`config.mk`:
```
export PLATFORM = sky130hd
export DESIGN_NAME = load_store_unit
export DESIGN_NICKNAME = d
export VERILOG_FILES = /design/src/rtl/lsu_pkg.sv /design/src/rtl/lsu_load_align.sv /design/src/rtl/load_store_unit.sv
export SDC_FILE = /design/constraint.sdc
export NUM_CORES = 1
export LEC_CHECK = 0
export CAP_MARGIN = 20
export CORE_AREA = 2 2 101 103
export CTS_CLUSTER_DIAMETER = 200
export DETAILED_ROUTE_END_ITERATION = 6
export DIE_AREA = 0 0 103 105
export MAX_ROUTING_LAYER = met4
export PLACE_DENSITY = 0.74
export SYNTH_ARGS = -nofsm -noshare
export SYNTH_HDL_FRONTEND = slang
export SYNTH_HIERARCHICAL = 1
export SYNTH_SLANG_ARGS = --single-unit
```
`constraint.sdc`:
```
create_clock -name clk -period 4.6 [get_ports clk]
set_clock_uncertainty 0.2 [all_clocks]
set_input_delay 0.46 -clock clk [delete_from_list [all_inputs] [get_ports clk]]
set_output_delay 0.46 -clock clk [all_outputs]
set_load 0.03 [all_outputs]
```
`src/rtl/lsu_pkg.sv`:
```
// Shared definitions for the load/store unit: funct3 codes, FSM encoding
// and the byte-enable helper used by the store path.
package lsu_pkg;

   localparam logic [2:0] F3_LB  = 3'b000;
   localparam logic [2:0] F3_LH  = 3'b001;
   localparam logic [2:0] F3_LW  = 3'b010;
   localparam logic [2:0] F3_LBU = 3'b100;
   localparam logic [2:0] F3_LHU = 3'b101;

   typedef enum logic [1:0] {
      ST_IDLE = 2'b00,
      ST_LOAD = 2'b01,
      ST_RESP = 2'b10
   } lsu_state_e;

   // Byte enables for an access of the given width at the given byte offset.
   function automatic logic [3:0] lsu_byte_enable(input logic [2:0] funct3,
                                                  input logic [1:0] offset);
      logic [3:0] be;
      case (funct3)
         F3_LB, F3_LBU: be = 4'b0001 << offset;
         F3_LH, F3_LHU: be = 4'b0011 << {offset[1], 1'b0};
         F3_LW:         be = 4'b1111;
         default:       be = 4'b0000;
      endcase
      return be;
   endfunction

   // True for the five funct3 codes that RV32I defines for loads.
   function automatic logic lsu_funct3_legal(input logic [2:0] funct3);
      logic ok;
      case (funct3)
         F3_LB, F3_LH, F3_LW, F3_LBU, F3_LHU: ok = 1'b1;
         default:                             ok = 1'b0;
      endcase
      return ok;
   endfunction

endpackage

```
`src/rtl/lsu_load_align.sv`:
```
// Combinational load formatter: picks the addressed byte/half out of a
// memory word and sign- or zero-extends it to 32 bits.
module lsu_load_align
   import lsu_pkg::*;
(
   input  logic [31:0] word_i,
   input  logic [1:0]  offset_i,
   input  logic [2:0]  funct3_i,
   output logic [31:0] result_o
);

   logic [7:0]  byte_s;
   logic [15:0] half_s;

   // Lane selection followed by width-dependent extension.
   always_comb begin
      byte_s = word_i[{offset_i, 3'b000} +: 8];
      half_s = word_i[{offset_i[1], 4'b0000} +: 16];
      case (funct3_i)
         F3_LB:   result_o = {{24{byte_s[7]}}, byte_s};
         F3_LBU:  result_o = {24'h000000, byte_s};
         F3_LH:   result_o = {{16{half_s[15]}}, half_s};
         F3_LHU:  result_o = {16'h0000, half_s};
         F3_LW:   result_o = word_i;
         default: result_o = 32'h0000_0000;
      endcase
   end

endmodule

```
`src/rtl/load_store_unit.sv`:
```
// Load/store unit between the RV32I execute stage and the data memory.
// Stores commit in the accept cycle and are acknowledged one cycle later;
// loads return formatted data two cycles after acceptance.
module load_store_unit
   import lsu_pkg::*;
#(
   parameter int MISALIGN_TRAP = 1
)(
   input  logic        clk,
   input  logic        resetb,
   input  logic        req_valid,
   output logic        req_ready,
   input  logic        req_we,
   input  logic [2:0]  req_funct3,
   input  logic [31:0] req_addr,
   input  logic [31:0] req_wdata,
   output logic        rsp_valid,
   output logic [31:0] rsp_rdata,
   output logic        rsp_fault,
   output logic        mem_read_ready,
   output logic        mem_write_ready,
   output logic [29:0] mem_read_address,
   output logic [29:0] mem_write_address,
   output logic [31:0] mem_write_data,
   output logic [3:0]  mem_write_byte,
   input  logic [31:0] mem_read_data
);

   lsu_state_e  state_q, state_d;
   logic [1:0]  offset_q, offset_d;
   logic [2:0]  funct3_q, funct3_d;
   logic [31:0] rdata_q, rdata_d;
   logic        fault_q, fault_d;

   logic        accept_s;
   logic        legal_s;
   logic        misaligned_s;
   logic        fault_s;
   logic [1:0]  offset_s;
   logic [31:0] align_s;
   logic [31:0] lanes_s;

   lsu_load_align u_align (
      .word_i   (mem_read_data),
      .offset_i (offset_q),
      .funct3_i (funct3_q),
      .result_o (align_s)
   );

   // Classify the incoming request: legality, misalignment and effective offset.
   always_comb begin
      legal_s      = lsu_funct3_legal(req_funct3);
      misaligned_s = 1'b0;
      offset_s     = req_addr[1:0];
      case (req_funct3)
         F3_LH, F3_LHU: begin
            misaligned_s = req_addr[0];
            if (MISALIGN_TRAP == 0) begin
               offset_s = {req_addr[1], 1'b0};
            end else begin
               offset_s = req_addr[1:0];
            end
         end
         F3_LW: begin
            misaligned_s = |req_addr[1:0];
            if (MISALIGN_TRAP == 0) begin
               offset_s = 2'b00;
            end else begin
               offset_s = req_addr[1:0];
            end
         end
         default: begin
            misaligned_s = 1'b0;
            offset_s     = req_addr[1:0];
         end
      endcase
      fault_s = ~legal_s | ((MISALIGN_TRAP != 0) & misaligned_s);
   end

   // Store lane replication by access width.
   always_comb begin
      case (req_funct3)
         F3_LB, F3_LBU: lanes_s = {4{req_wdata[7:0]}};
         F3_LH, F3_LHU: lanes_s = {2{req_wdata[15:0]}};
         default:       lanes_s = req_wdata;
      endcase
   end

   // Memory strobes are only raised for a fault-free request in its accept cycle.
   always_comb begin
      req_ready         = (state_q != ST_LOAD);
      accept_s          = req_valid & req_ready;
      mem_read_ready    = accept_s & ~req_we & ~fault_s;
      mem_write_ready   = accept_s & req_we & ~fault_s;
      mem_read_address  = req_addr[31:2];
      mem_write_address = req_addr[31:2];
      mem_write_data    = lanes_s;
      if (mem_write_ready) begin
         mem_write_byte = lsu_byte_enable(req_funct3, offset_s);
      end else begin
         mem_write_byte = 4'b0000;
      end
   end

   // Next-state and response formatting.
   always_comb begin
      state_d  = state_q;
      offset_d = offset_q;
      funct3_d = funct3_q;
      rdata_d  = rdata_q;
      fault_d  = fault_q;
      case (state_q)
         ST_IDLE, ST_RESP: begin
            if (accept_s) begin
               if (!req_we && !fault_s) begin
                  state_d  = ST_LOAD;
                  offset_d = offset_s;
                  funct3_d = req_funct3;
                  rdata_d  = 32'h0000_0000;
                  fault_d  = 1'b0;
               end else begin
                  state_d  = ST_RESP;
                  rdata_d  = 32'h0000_0000;
                  fault_d  = fault_s;
               end
            end else begin
               state_d = ST_IDLE;
               rdata_d = 32'h0000_0000;
               fault_d = 1'b0;
            end
         end
         ST_LOAD: begin
            state_d = ST_RESP;
            rdata_d = align_s;
            fault_d = 1'b0;
         end
         default: begin
            state_d = ST_IDLE;
            rdata_d = 32'h0000_0000;
            fault_d = 1'b0;
         end
      endcase
   end

   // State and response registers.
   always_ff @(posedge clk or negedge resetb) begin
      if (!resetb) begin
         state_q  <= ST_IDLE;
         offset_q <= 2'b00;
         funct3_q <= 3'b000;
         rdata_q  <= 32'h0000_0000;
         fault_q  <= 1'b0;
      end else begin
         state_q  <= state_d;
         offset_q <= offset_d;
         funct3_q <= funct3_d;
         rdata_q  <= rdata_d;
         fault_q  <= fault_d;
      end
   end

   assign rsp_valid = (state_q == ST_RESP);
   assign rsp_rdata = rdata_q;
   assign rsp_fault = fault_q;

endmodule
```
Word-level counts from Yosys, hierarchy flattened --
Index checks and enable logic that the tools add are counted.
Word-level totals: flip-flop bits (word level) 40, input bits 103, output and inout port bits 133, word-level logic and storage cells 54
Cells by class: equality and inequality tests 11, shift operators 4, mux-type cells 13, bitwise operators 9, reductions and logical operators 12
Operators by type and width (number):
- 32-bit case mux with 5 select lines | 1
- 32-bit case mux with 2 select lines | 1
- 32-bit two-way mux | 1
- 32-bit by 6-bit indexed part select with 16-bit output | 1
- 32-bit by 6-bit indexed part select with 8-bit output | 1
- 3-bit == test (second input constant) | 4
- 4-bit case mux with 3 select lines | 1
- 2-bit OR reduction | 4
- 3-bit by 1-bit == test with 1-bit output (second input constant) | 2
- 3-bit by 2-bit == test with 1-bit output (second input constant) | 2
- 3-bit logical NOT | 2
- 1-bit AND | 5
- 5-bit OR reduction | 1
- 1-bit two-way mux | 4
- 2-bit two-way mux | 2
- 4-bit two-way mux | 1
- 2-bit case mux with 2 select lines | 1
- 1-bit by 2-bit left shift with 4-bit output (first input constant) | 1
- 2-bit by 2-bit left shift with 4-bit output (first input constant) | 1
- 1-bit NOT | 3
- 3-bit AND reduction | 1
- 2-bit by 1-bit == test with 1-bit output (second input constant) | 1
- 2-bit == test (second input constant) | 1
- 1-bit logical NOT | 2
- other kinds (5) | 5

Longest topological paths before layout --
depth after elaboration 10, gate-level depth with buffers 7, gate-level depth less buffers 4

Cells and area by module --
Netlist, hierarchy kept.
By module, submodules not included:
- load_store_unit | instances 1, cells each 227, area an instance 2331.0 um^2, seq. area each 1001.0 um^2
- lsu_load_align | instances 1, cells each 109, area an instance 785.8 um^2, seq. area each 0.0 um^2

Worst setup path after synthesis --
No wires, ideal clock.
kind input-to-output, from input port req_funct3[0], to output port mem_read_ready, data arrival time 1948 ps, data required time 3940 ps, slack 1992 ps, stages 4, buffers on the path 1, cells stage by stage buf_6 or4_4 and2_1 nor4b_2
On the way: longest elaborated chain between the ends 7, elaborated cells on any way between the ends 13, classes of those cells 4 x eq/ne; 2 x mux; 4 x bitwise; 3 x reduce/logical
RTL lines:
- start, declared | RTL line load_store_unit.sv:14 | input logic [2:0] req_funct3,
- 3-bit by 2-bit == test with 1-bit output (tied with other cells) | RTL line lsu_pkg.sv:33, load_store_unit.sv:55
- 5-bit OR reduction | RTL line lsu_pkg.sv:33 | case (funct3)
- 1-bit two-way mux | RTL line lsu_pkg.sv:33
- 1-bit NOT | RTL line load_store_unit.sv:77 | fault_s = ~legal_s | ((MISALIGN_TRAP != 0) & misaligned_s);
- 1-bit bitwise OR * | RTL line load_store_unit.sv:77
- 1-bit NOT * | RTL line load_store_unit.sv:93 | mem_read_ready = accept_s & ~req_we & ~fault_s;
- 1-bit AND * | RTL line load_store_unit.sv:93
- end, declared | RTL line load_store_unit.sv:20 | output logic mem_read_ready,
Every way passes the cells marked *; elsewhere a longest branch is shown, timed or not.

Final worst setup path --
from input port req_funct3[1], to output port mem_write_data[13]
On the way: longest elaborated chain between the ends 3, elaborated cells on any way between the ends 7, classes of those cells 3 x eq/ne; 1 x mux; 3 x reduce/logical
RTL lines:
- 3-bit by 1-bit == test with 1-bit output (tied with other cells) | RTL line load_store_unit.sv:82 | case (req_funct3)
- 2-bit OR reduction | RTL line load_store_unit.sv:82
- 32-bit case mux with 2 select lines * | RTL line load_store_unit.sv:82
- end, declared | RTL line load_store_unit.sv:24 | output logic [31:0] mem_write_data,
Marks and branches as above.

==> metrics.txt <==
largest net degree at the start of global routing 41; synthesized area about 3100 µm²; Worst EP arrival 2.74 ns; largest cells by area after synthesis dfrtp_1 32%, buf_4 17%, mux2_2 6.9%; PD cells about 260 nW/µm²; Synth Net Count ~440; HPWL after DPL roughly 7900 µm; CTS Buf Count 5; root buffer cell clkbuf_8; Peak VDD IR 0.000124 V; global-route wire length before repair 14300 µm; sequential cell area approximately 1000 µm²; post-CTS setup buffers 0; number of global-route vias before repair 2561; RSZ-0062 raised after global routing no; post-synth cell types 39; Worst-Margin Slew 1.03 ns; most frequent cells in the layout 144 x clkdlybuf4s50_1, 40 x dfrtp_1, 33 x and2_1, 19 x mux2_2, 19 x nand2_1; GRT Residual Overflow 0; total of max-cap violations 0; Yosys top cell area share 32.1%; Cell Rows 36; via count 2627; register area share after synthesis 32.1%; top-level port count 236; Hold Crit Class in2async; area used by multi-input combinational logic around 1500 µm²; DIE HEIGHT 105 µm; residual DRC count 0; setup TNS 0 ns; vias per cell 4.93; Slew Limit Fails 0; CP max FO 12; Filler cells 976; initial antenna violation count 0; Pwr Total 1.09 mW; die area 10800 µm²; Layout Nets between 500 and 600; post-synth top area cell dfrtp_1; worst reg2reg path depth 4; insertion delay to the later sink of the worst-skew pair 0.28 ns; Inserted Diodes 0; nature of the critical path endpoint output pin; final setup fails 0; TritonCTS Sinks 40; synthesized instance count 336; initial detailed-routing violation count between 100 and 150; flop-to-flop setup slack 2.24 ns; Hold Vio Cnt, Final 0; Syn Area/Cell 9.28 µm²; core area ~9600 µm²; CP Class in2out; status complete, no violations; Tcrit/Tclk final between 70% and 80%; wirelength, routed 9750 µm; Slew headroom 31.2%; hold_buf cts 0; Worst-path clk slew 0.07 ns; Most used DFF post-synth dfrtp_1; routability congestion estimate approximately 0.78; Startpoint Class primary input; Crit Reg-Reg Endpoint rsp_rdata[15]$_DFF_PN0_; worst r2r src funct3_q[1]$_DFFE_PN0P_; Finished Core Util 43.3%; fmax 0.294 GHz; DIE WIDTH 103 µm; worst endpoint required time 3.94 ns; DRT Pass-1 Iters 4; GRT Total Usage 17.5%; Post-synth EDFFs 0; Resize count post-CTS 0; Buffers on Ports 145; CTS tree yes; number of routed nets with antenna violations 0; min Tclk post-route 3.40 ns; post-synthesis register bit count 40; Initial Util 32.3%; htree depth 2; commonest non-fill, non-tap cell in the layout clkdlybuf4s50_1; CTS Buffer Depth 2; wire length per cell 18.3 µm; Async SR Flop Fraction 100%; area grow syn2layout 34.0%; Ys Warns 6; Static Leak about 1.7 nW; share of cells above drive strength 1 9.50%
[where the power goes]
| group | internal (mW) | total (mW) | switching [mW] |
|---|---|---|---|
| Clock | 0.103 | 0.215 | 0.112 |
| Combinational | 0.225 | 0.473 | 0.248 |
| Sequential | 0.368 | 0.398 | 0.0294 |
| Total | 0.696 | 1.09 | 0.389 |
[final cells by class]
type,instances,share of cell area [%]
flip-flops and latches,40,24.0
inverters,3,0.270
clock inverters,1,0.120
multi-input cells,202,34.8
well taps,133,3.98
repair buffers,148,35.2
clock buffers,6,1.74
[synthesized netlist by cell type (3+ instances only)]
| library cell | number |
|---|---|
| a21o_1 | 3 |
| a221o_1 | 6 |
| a22o_1 | 4 |
| and2_1 | 33 |
| buf_2 | 6 |
| buf_4 | 69 |
| buf_6 | 6 |
| clkbuf_1 | 9 |
| dfrtp_1 | 40 |
| inv_1 | 3 |
| mux2_2 | 19 |
| mux2i_1 | 15 |
| nand2_1 | 19 |
| nand2b_1 | 4 |
| nand3_1 | 18 |
| nor2_1 | 15 |
| nor2b_1 | 4 |
| o211ai_1 | 16 |
| o21ai_0 | 14 |
| o221ai_1 | 8 |
[critical path, cell delays in order]
cell             delay (ns)
clkdlybuf4s50_1        0.59
nor2_1                 0.67
mux2_2                 0.42
clkdlybuf4s50_1        0.60
[layer usage]
layer,vias to the layer above,track usage [%],share of wire [%]
met5,-,-,0
met4,0,4.23,0.97
met3,9,3.95,9.6
met2,169,32.3,54
met1,1217,18.6,36
li1,1232,-,-
[flip-flops by register name, summed over array words and instances (netlist names)]
register	count
offset_q	2
funct3_q	3
rsp_fault	1
state_q	2
rsp_rdata	32
[logic make-up (layout without fill, tap and decap cells)]
family,Yosys count,in the layout,synth area share [%]
compound gates,59,59,14.8
flops,40,40,32.1
simple gates,108,108,19.8
buf+inv,94,158,21.3
xor+xnor,1,1,0.281
mux,34,34,11.7
[how the worst max path moves through the flow]
stage	startpoint	endpoint	slack, ns	cells past startpoint
finish	req_funct3[1]	mem_write_data[13]	1.20	4
global route	req_funct3[1]	mem_write_data[10]	1.07	4
CTS	req_funct3[1]	mem_write_data[13]	1.18	4
detailed placement	req_funct3[1]	mem_write_data[13]	1.18	4
global placement	req_funct3[1]	mem_write_data[15]	1.15	4
floorplan	req_funct3[0]	mem_read_ready	1.99	4
[per-stage QoR]
stage | cell area, µm² | hold slack (ns) | worst slack (ns) | cells
after detailed placement | 4100 | 0.386 | 1.18 | 526
after CTS | 4180 | 0.108 | 1.18 | 533
after global routing | 4180 | 0.163 | 1.07 | 533
final | 4180 | 0.0868 | 1.20 | 533
after floorplan | 3120 | -0.0356 | 1.99 | 336
after global placement | 4100 | 0.364 | 1.15 | 526
No activity file was read; power rests on OpenSTA's default activity.
